--- src/rtl/bht_predictor_ctrl.sv ---
// rtl/bht_predictor_ctrl.sv - branch history table of 2-bit counters with init sweep, lookup and training
module bht_predictor_ctrl #(
  parameter int INDEX_BITS = 6,
  parameter int PC_LSB     = 2
) (
  input  logic        clk,
  input  logic        reset,
  input  logic        clear,
  output logic        ready,
  input  logic        pred_valid,
  input  logic [31:0] pred_pc,
  output logic        pred_out_valid,
  output logic [1:0]  pred_counter,
  output logic        pred_taken,
  input  logic        upd_valid,
  input  logic [31:0] upd_pc,
  input  logic        upd_taken
);

  localparam int ENTRIES = 1 << INDEX_BITS;

  typedef enum logic {INIT, RUN} state_t;

  state_t                  state, state_nxt;
  logic [INDEX_BITS-1:0]   init_idx;
  logic [INDEX_BITS-1:0]   pred_idx, upd_idx, wr_idx;
  logic [1:0]              table_q [ENTRIES];
  logic [1:0]              upd_cur, upd_new, wr_data;
  logic                    wr_en, run_ok, last_idx, bypass;
  logic                    unused_pc_bits;

  assign pred_idx = pred_pc[PC_LSB+INDEX_BITS-1:PC_LSB];
  assign upd_idx  = upd_pc[PC_LSB+INDEX_BITS-1:PC_LSB];
  // Upper PC bits alias by design; the word-offset bits carry no information.
  assign unused_pc_bits = ^{pred_pc[31:PC_LSB+INDEX_BITS], pred_pc[PC_LSB-1:0],
                            upd_pc[31:PC_LSB+INDEX_BITS], upd_pc[PC_LSB-1:0]};

  assign last_idx = (init_idx == INDEX_BITS'(ENTRIES - 1));
  // A clear in RUN drops any same-cycle lookup or update.
  assign run_ok   = (state == RUN) && !clear;
  assign ready    = (state == RUN);
  assign upd_cur  = table_q[upd_idx];
  assign bypass   = upd_valid && (upd_idx == pred_idx);

  // Saturating counter step for the training update.
  always_comb begin
    upd_new = upd_cur;
    if (upd_taken) begin
      if (upd_cur != 2'b11) upd_new = upd_cur + 2'b01;
    end else begin
      if (upd_cur != 2'b00) upd_new = upd_cur - 2'b01;
    end
  end

  // State register.
  always_ff @(posedge clk) begin
    if (reset) state <= INIT;
    else       state <= state_nxt;
  end

  // Next state and table write port selection (sweep write wins in INIT).
  always_comb begin
    state_nxt = state;
    wr_en     = 1'b0;
    wr_idx    = upd_idx;
    wr_data   = upd_new;
    case (state)
      INIT: begin
        if (!clear) begin
          wr_en   = 1'b1;
          wr_idx  = init_idx;
          wr_data = 2'b01;
          if (last_idx) state_nxt = RUN;
        end
      end
      RUN: begin
        if (clear) state_nxt = INIT;
        else if (upd_valid) wr_en = 1'b1;
      end
      default: state_nxt = INIT;
    endcase
    if (reset) wr_en = 1'b0;
  end

  // Sweep pointer: advances in INIT, restarts on reset or clear.
  always_ff @(posedge clk) begin
    if (reset || clear)      init_idx <= '0;
    else if (state == INIT)  init_idx <= init_idx + 1'b1;
  end

  // Counter table storage; contents come only from the sweep or training.
  always_ff @(posedge clk) begin
    if (wr_en) table_q[wr_idx] <= wr_data;
  end

  // Registered lookup result with same-index update bypass.
  always_ff @(posedge clk) begin
    if (reset) begin
      pred_out_valid <= 1'b0;
      pred_counter   <= 2'b00;
      pred_taken     <= 1'b0;
    end else begin
      pred_out_valid <= run_ok && pred_valid;
      if (run_ok && pred_valid) begin
        if (bypass) begin
          pred_counter <= upd_new;
          pred_taken   <= upd_new[1];
        end else begin
          pred_counter <= table_q[pred_idx];
          pred_taken   <= table_q[pred_idx][1];
        end
      end
    end
  end

endmodule
--- config.mk ---
export PLATFORM = sky130hd
export DESIGN_NAME = bht_predictor_ctrl
export DESIGN_NICKNAME = d
export VERILOG_FILES = /design/src/rtl/bht_predictor_ctrl.sv
export SDC_FILE = /design/constraint.sdc
export NUM_CORES = 1
export LEC_CHECK = 0
export ABC_AREA = 0
export CORE_ASPECT_RATIO = 1.2
export CORE_MARGIN = 8
export CORE_UTILIZATION = 60
export CTS_BUF_LIST = sky130_fd_sc_hd__clkbuf_4 sky130_fd_sc_hd__clkbuf_8
export DETAILED_ROUTE_END_ITERATION = 8
export DONT_BUFFER_PORTS = 1
export PLACE_DENSITY = 0.86
export SLEW_MARGIN = 10
export SYNTH_ARGS = -nofsm -noshare
export SYNTH_HDL_FRONTEND = slang
export SYNTH_SLANG_ARGS = --single-unit
--- constraint.sdc ---
create_clock -name clk -period 6.6 [get_ports clk]
set_input_delay 0 -clock clk [delete_from_list [all_inputs] [get_ports clk]]
set_output_delay 0 -clock clk [all_outputs]
set_load 0.02 [all_outputs]
### Word level (Yosys, flattened, before mapping)

Memory sizes are Yosys's and may differ from the RTL's.
Index checks and enable logic that the tools add are counted.

* bits in registers: 11
* memory bits (writable): 128
* input bits: 70
* output and inout port bits: 5
* logic and storage cells: 38
* memories: 1

* $add $sub $neg: 3
* equality and inequality tests: 3
* mux-type cells: 19
* bitwise logic cells: 1
* reduce and logical (&&, ||, !) cells: 6

Memory list
* table_q: words 64, width 2, read ports 2, clocked after memory_dff 0, write ports 1, line 27 `logic [1:0] table_q [ENTRIES];`

Operators by type and width (count)
* $mux W2: 6
* $mux W6: 2
* $mux W1: 9
* $add A6 B1 Y6 const B: 1
* $eq A6 B6 Y1: 1
* $eq A6 B6 Y1 const B: 1
* $pmux W1 S2: 2
* $logic_and A1 B1 Y1: 3
* $add A2 B1 Y2 const B: 1
* $ne A2 B2 Y1 const B: 1
* $reduce_bool A2 Y1: 1
* $sub A2 B1 Y2 const B: 1
* $logic_not A1 Y1: 1
* $logic_or A1 B1 Y1: 1
* $not A1 Y1: 1

### Depth between registers and ports, before layout

* word-level depth: 6
* gate-level depth with buffers: 10
* gate-level depth less buffers: 7

### Worst setup path before layout

Ideal clock, no wire load.

* path kind: register to register
* from: memory table_q[17][0]
* to: memory table_q[0][0] (data pin)
* library setup time: 0.518 ns
* data arrival time: 3.267 ns
* data required time: 6.082 ns
* path slack: 2.815 ns
* cell stages (with the launch flop): 8
* buffers on the path: 0
* period minus slack after synthesis: 3.785 ns
* path through: edfxtp_1 > mux4_1 > a31oi_1 > o21ai_0 > nor4_1 > or2_2 > a31oi_1 > o21ai_1

RTL lines (line)
* start: declaration: 27

==> key figures <==
Run status
  – Status: finished clean

Global route
  – Vias in the first global route: ~5.2k
  – GRT Total Usage: 26.4%
  – First-pass GRT wire length: approximately 30 mm
  – Initial antenna violation count: 0
  – Grt ovf: 0
  – Largest net degree at the start of global routing: 65

Logic synthesis
  – Syn Inst Count: approximately 520
  – Syn Area/Cell: approximately 14 um^2
  – Synthesized area: 0.00724 mm^2
  – Main synth FF type: edfxtp_1
  – Yosys warning count: 0
  – Number of synthesized flops with an enable pin: 128
  – Simple-gate area share of the yosys netlist: ~11%
  – Top post-synthesis cells by area: edfxtp_1 (53%), mux4_2 (16%), nor2_1 (4.7%)
  – Yosys reg bits: 138
  – Biggest area consumer among synthesized cells: edfxtp_1
  – Syn_nets: ~600
  – Post-synth cell types: 55
  – Adder-cell share of the synthesized area: less than 1%
  – Mux cell area share after synthesis: a little over a fifth
  – XOR/XNOR share of the synthesized area: 1.21%
  – Count leader, synth: edfxtp_1
  – Post-synth top cells: edfxtp_1 (128), nor2_1 (90), mux4_2 (50), nand2_1 (29), mux2i_1 (26)
  – Largest family of logic cells by synthesized area: multiplexers
  – Async S/R FF share, synth: 0%
  – Share of the synthesized area in the top cell type: a little over half
  – Compound-Gate Fraction of Synth Area: under 10%
  – Register area share after synthesis: a little under three fifths

CTS
  – CTS tree: yes
  – Num CTS Buffers: 17
  – CTS Sinks: approximately 140
  – Reg clk slew, reported paths: about 0.080 ns
  – Post-CTS Resized: 0
  – Root Driver: clkbuf_8
  – Clock buffer depth: 2
  – Worst-Skew Late Latency: between 0.4 and 0.5 ns
  – H-tree levels: 4

Worst setup path
  – Flop2flop setup slack: approximately 2.8 ns
  – WS Path Type: reg2reg
  – Crit path launch type: register
  – Critical Path Fanout Max: 5
  – Worst Setup End Kind: register
  – Data arrival, critical path: about 4.2 ns
  – Worst path required time: roughly 7 ns

Final layout
  – Fillcell total: 776
  – Layout cells sized above 1: between 10% and 20%
  – Register Area: 0.00404 mm^2
  – Area of the multi-input gates: 0.00301 mm^2
  – Antenna cell count: 0
  – Area delta synth->final: 9.61%
  – NumNets Final: about 590

Timing
  – Period utilization: roughly three fifths
  – Fmax: around 260 MHz
  – Worst Max-Slew Pin Slew: 0.952 ns
  – Setup-failing EPs final: 0
  – Fin. max-slew vios: 0
  – Fin crit period: approximately 3.8 ns
  – Unrepaired setup endpoints after global routing: false
  – Slew HR: 34.9%
  – Setup_tns: 0 ns
  – Final hold vios: 0
  – Clock Skew: between 0.01 and 0.015 ns

Die
  – Die area: roughly 0.016 mm^2
  – Die H: 136 um
  – # IOs: 75
  – Starting Density: 60.6%
  – Row cnt: 44
  – Core Footprint: approximately 0.012 mm^2
  – Chip width: between 100 and 150 um

Placement
  – PortBufs: 0
  – Hpwl dp: ~12 mm
  – GPL Wtd Cong: slightly above 0.9

Route
  – Via-to-Cell Ratio: 7.42
  – 1st-iter DRT viols: between 700 and 800
  – Routed WL: ~20 mm
  – Residual DRC: 0
  – Post-DR wirelength/cell: around 28 um
  – DR vias: 5172
  – Antenna Nets Post-Route: 0
  – Drt first pass iters: 5

Power
  – Peak VDD IR: approximately 0.00012 V
  – Pleak: between 2 and 3 nW
  – Pwr Density: 247 mW/mm^2
  – Total power: 1.96 mW

Min path
  – Hold crit path type: in2reg

Flow run
  – Max cap viols: 0
-- routing by layer --
| layer | global-route usage, % | up-vias | share of wire [%] |
|---|---|---|---|
| li1 | - | 2046 | - |
| met1 | 30.4 | 2517 | 32 |
| met2 | 41.6 | 482 | 48 |
| met3 | 8.93 | 127 | 13 |
| met4 | 16.7 | 0 | 5.8 |
| met5 | 0 | - | 0 |
-- stage by stage --
step           hold slack [ns]  std cells  utilization [%]  cell area, um^2  worst slack (ns)
6_report                0.0452        697             66.4             7930              2.76
5_1_grt                 0.0701        697             66.4             7930              2.70
4_1_cts                 0.0110        697             66.4             7930              2.86
3_5_place_dp            0.0837        650             61.1             7300              3.51
3_3_place_gp            0.0749        650             61.1             7300              3.60
2_1_floorplan           0.0724        517                -             7240              2.82
-- sequential cells by signal, indices dropped and copies added, names as in the netlist --
| name | flops |
|---|---|
| init_idx | 6 |
| pred_out_valid | 1 |
| ready | 1 |
| table_q | 128 |
| pred_counter | 2 |
-- layout by cell type (no fill, tap or decap), types with 6 or more instances in the layout --
cell type | synthesis | routed
edfxtp_1 | 128 | 128
a221oi_1 | 6 | 6
nor2_1 | 90 | 90
mux2i_1 | 26 | 26
clkbuf_8 | 0 | 17
dfxtp_1 | 10 | 10
and2_1 | 6 | 6
o21ai_0 | 10 | 10
nand2_1 | 29 | 29
dlygate4sd3_1 | 0 | 15
mux4_2 | 50 | 50
nand3_1 | 8 | 8
a31oi_1 | 6 | 6
a22oi_1 | 11 | 11
bufinv_16 | 0 | 6
mux4_1 | 7 | 7
nor2b_1 | 10 | 10
a21oi_1 | 9 | 8
-- timing repair --
action	CTS	global route
buffers inserted	0	0
hold buffers	15	0
endpoints found under the hold margin	19	0
-- worst paths after layout --
check,start,to,cells after the start
min reg2reg,init_idx[5]$_SDFFE_PP0N_,init_idx[5]$_SDFFE_PP0N_,2
max,table_q[20][1]$_DFFE_PP_,pred_counter[1]$_SDFFE_PP0P_,9
max reg2reg,table_q[20][1]$_DFFE_PP_,pred_counter[1]$_SDFFE_PP0P_,9
min,upd_pc[2],table_q[41][1]$_DFFE_PP_,3
-- cell type report --
class                   instances  share of cell area, %
clock inverters                15                   3.11
inverters                       8                  0.379
repair buffers                 17                   2.08
multi-input cells             341                   38.0
clock buffers                  17                   2.95
well taps                     161                   2.54
flip-flops and latches        138                   51.0
-- power by group --
group	switching [mW]	internal, mW	leakage, nW
logic	0.0898	0.0682	1.09
clock network	0.336	0.488	0.230
registers	0.00200	0.972	1.23
total	0.428	1.53	2.55
-- critical path: stages, from the launching register on --
cell and delay, ns:
edfxtp_1 0.43, mux4_1 0.57, mux4_2 0.48, nand2_2 0.12, nand3_2 0.13, dlygate4sd3_1 0.61, a41oi_1 0.22, dlygate4sd3_1 0.59
nand2_1 0.04, dlygate4sd3_1 0.55
-- kinds of logic after synthesis --
| kind of cell | after synthesis |
|---|---|
| AND/OR/NAND/NOR | 175 |
| buffers and inverters | 38 |
| XOR/XNOR | 10 |
| adder cells (fa/ha/maj) | 1 |
| AO/OA/AOI/OAI | 71 |
| flip-flops | 138 |
| multiplexers | 84 |
No activity file was read; power rests on OpenSTA's default activity.
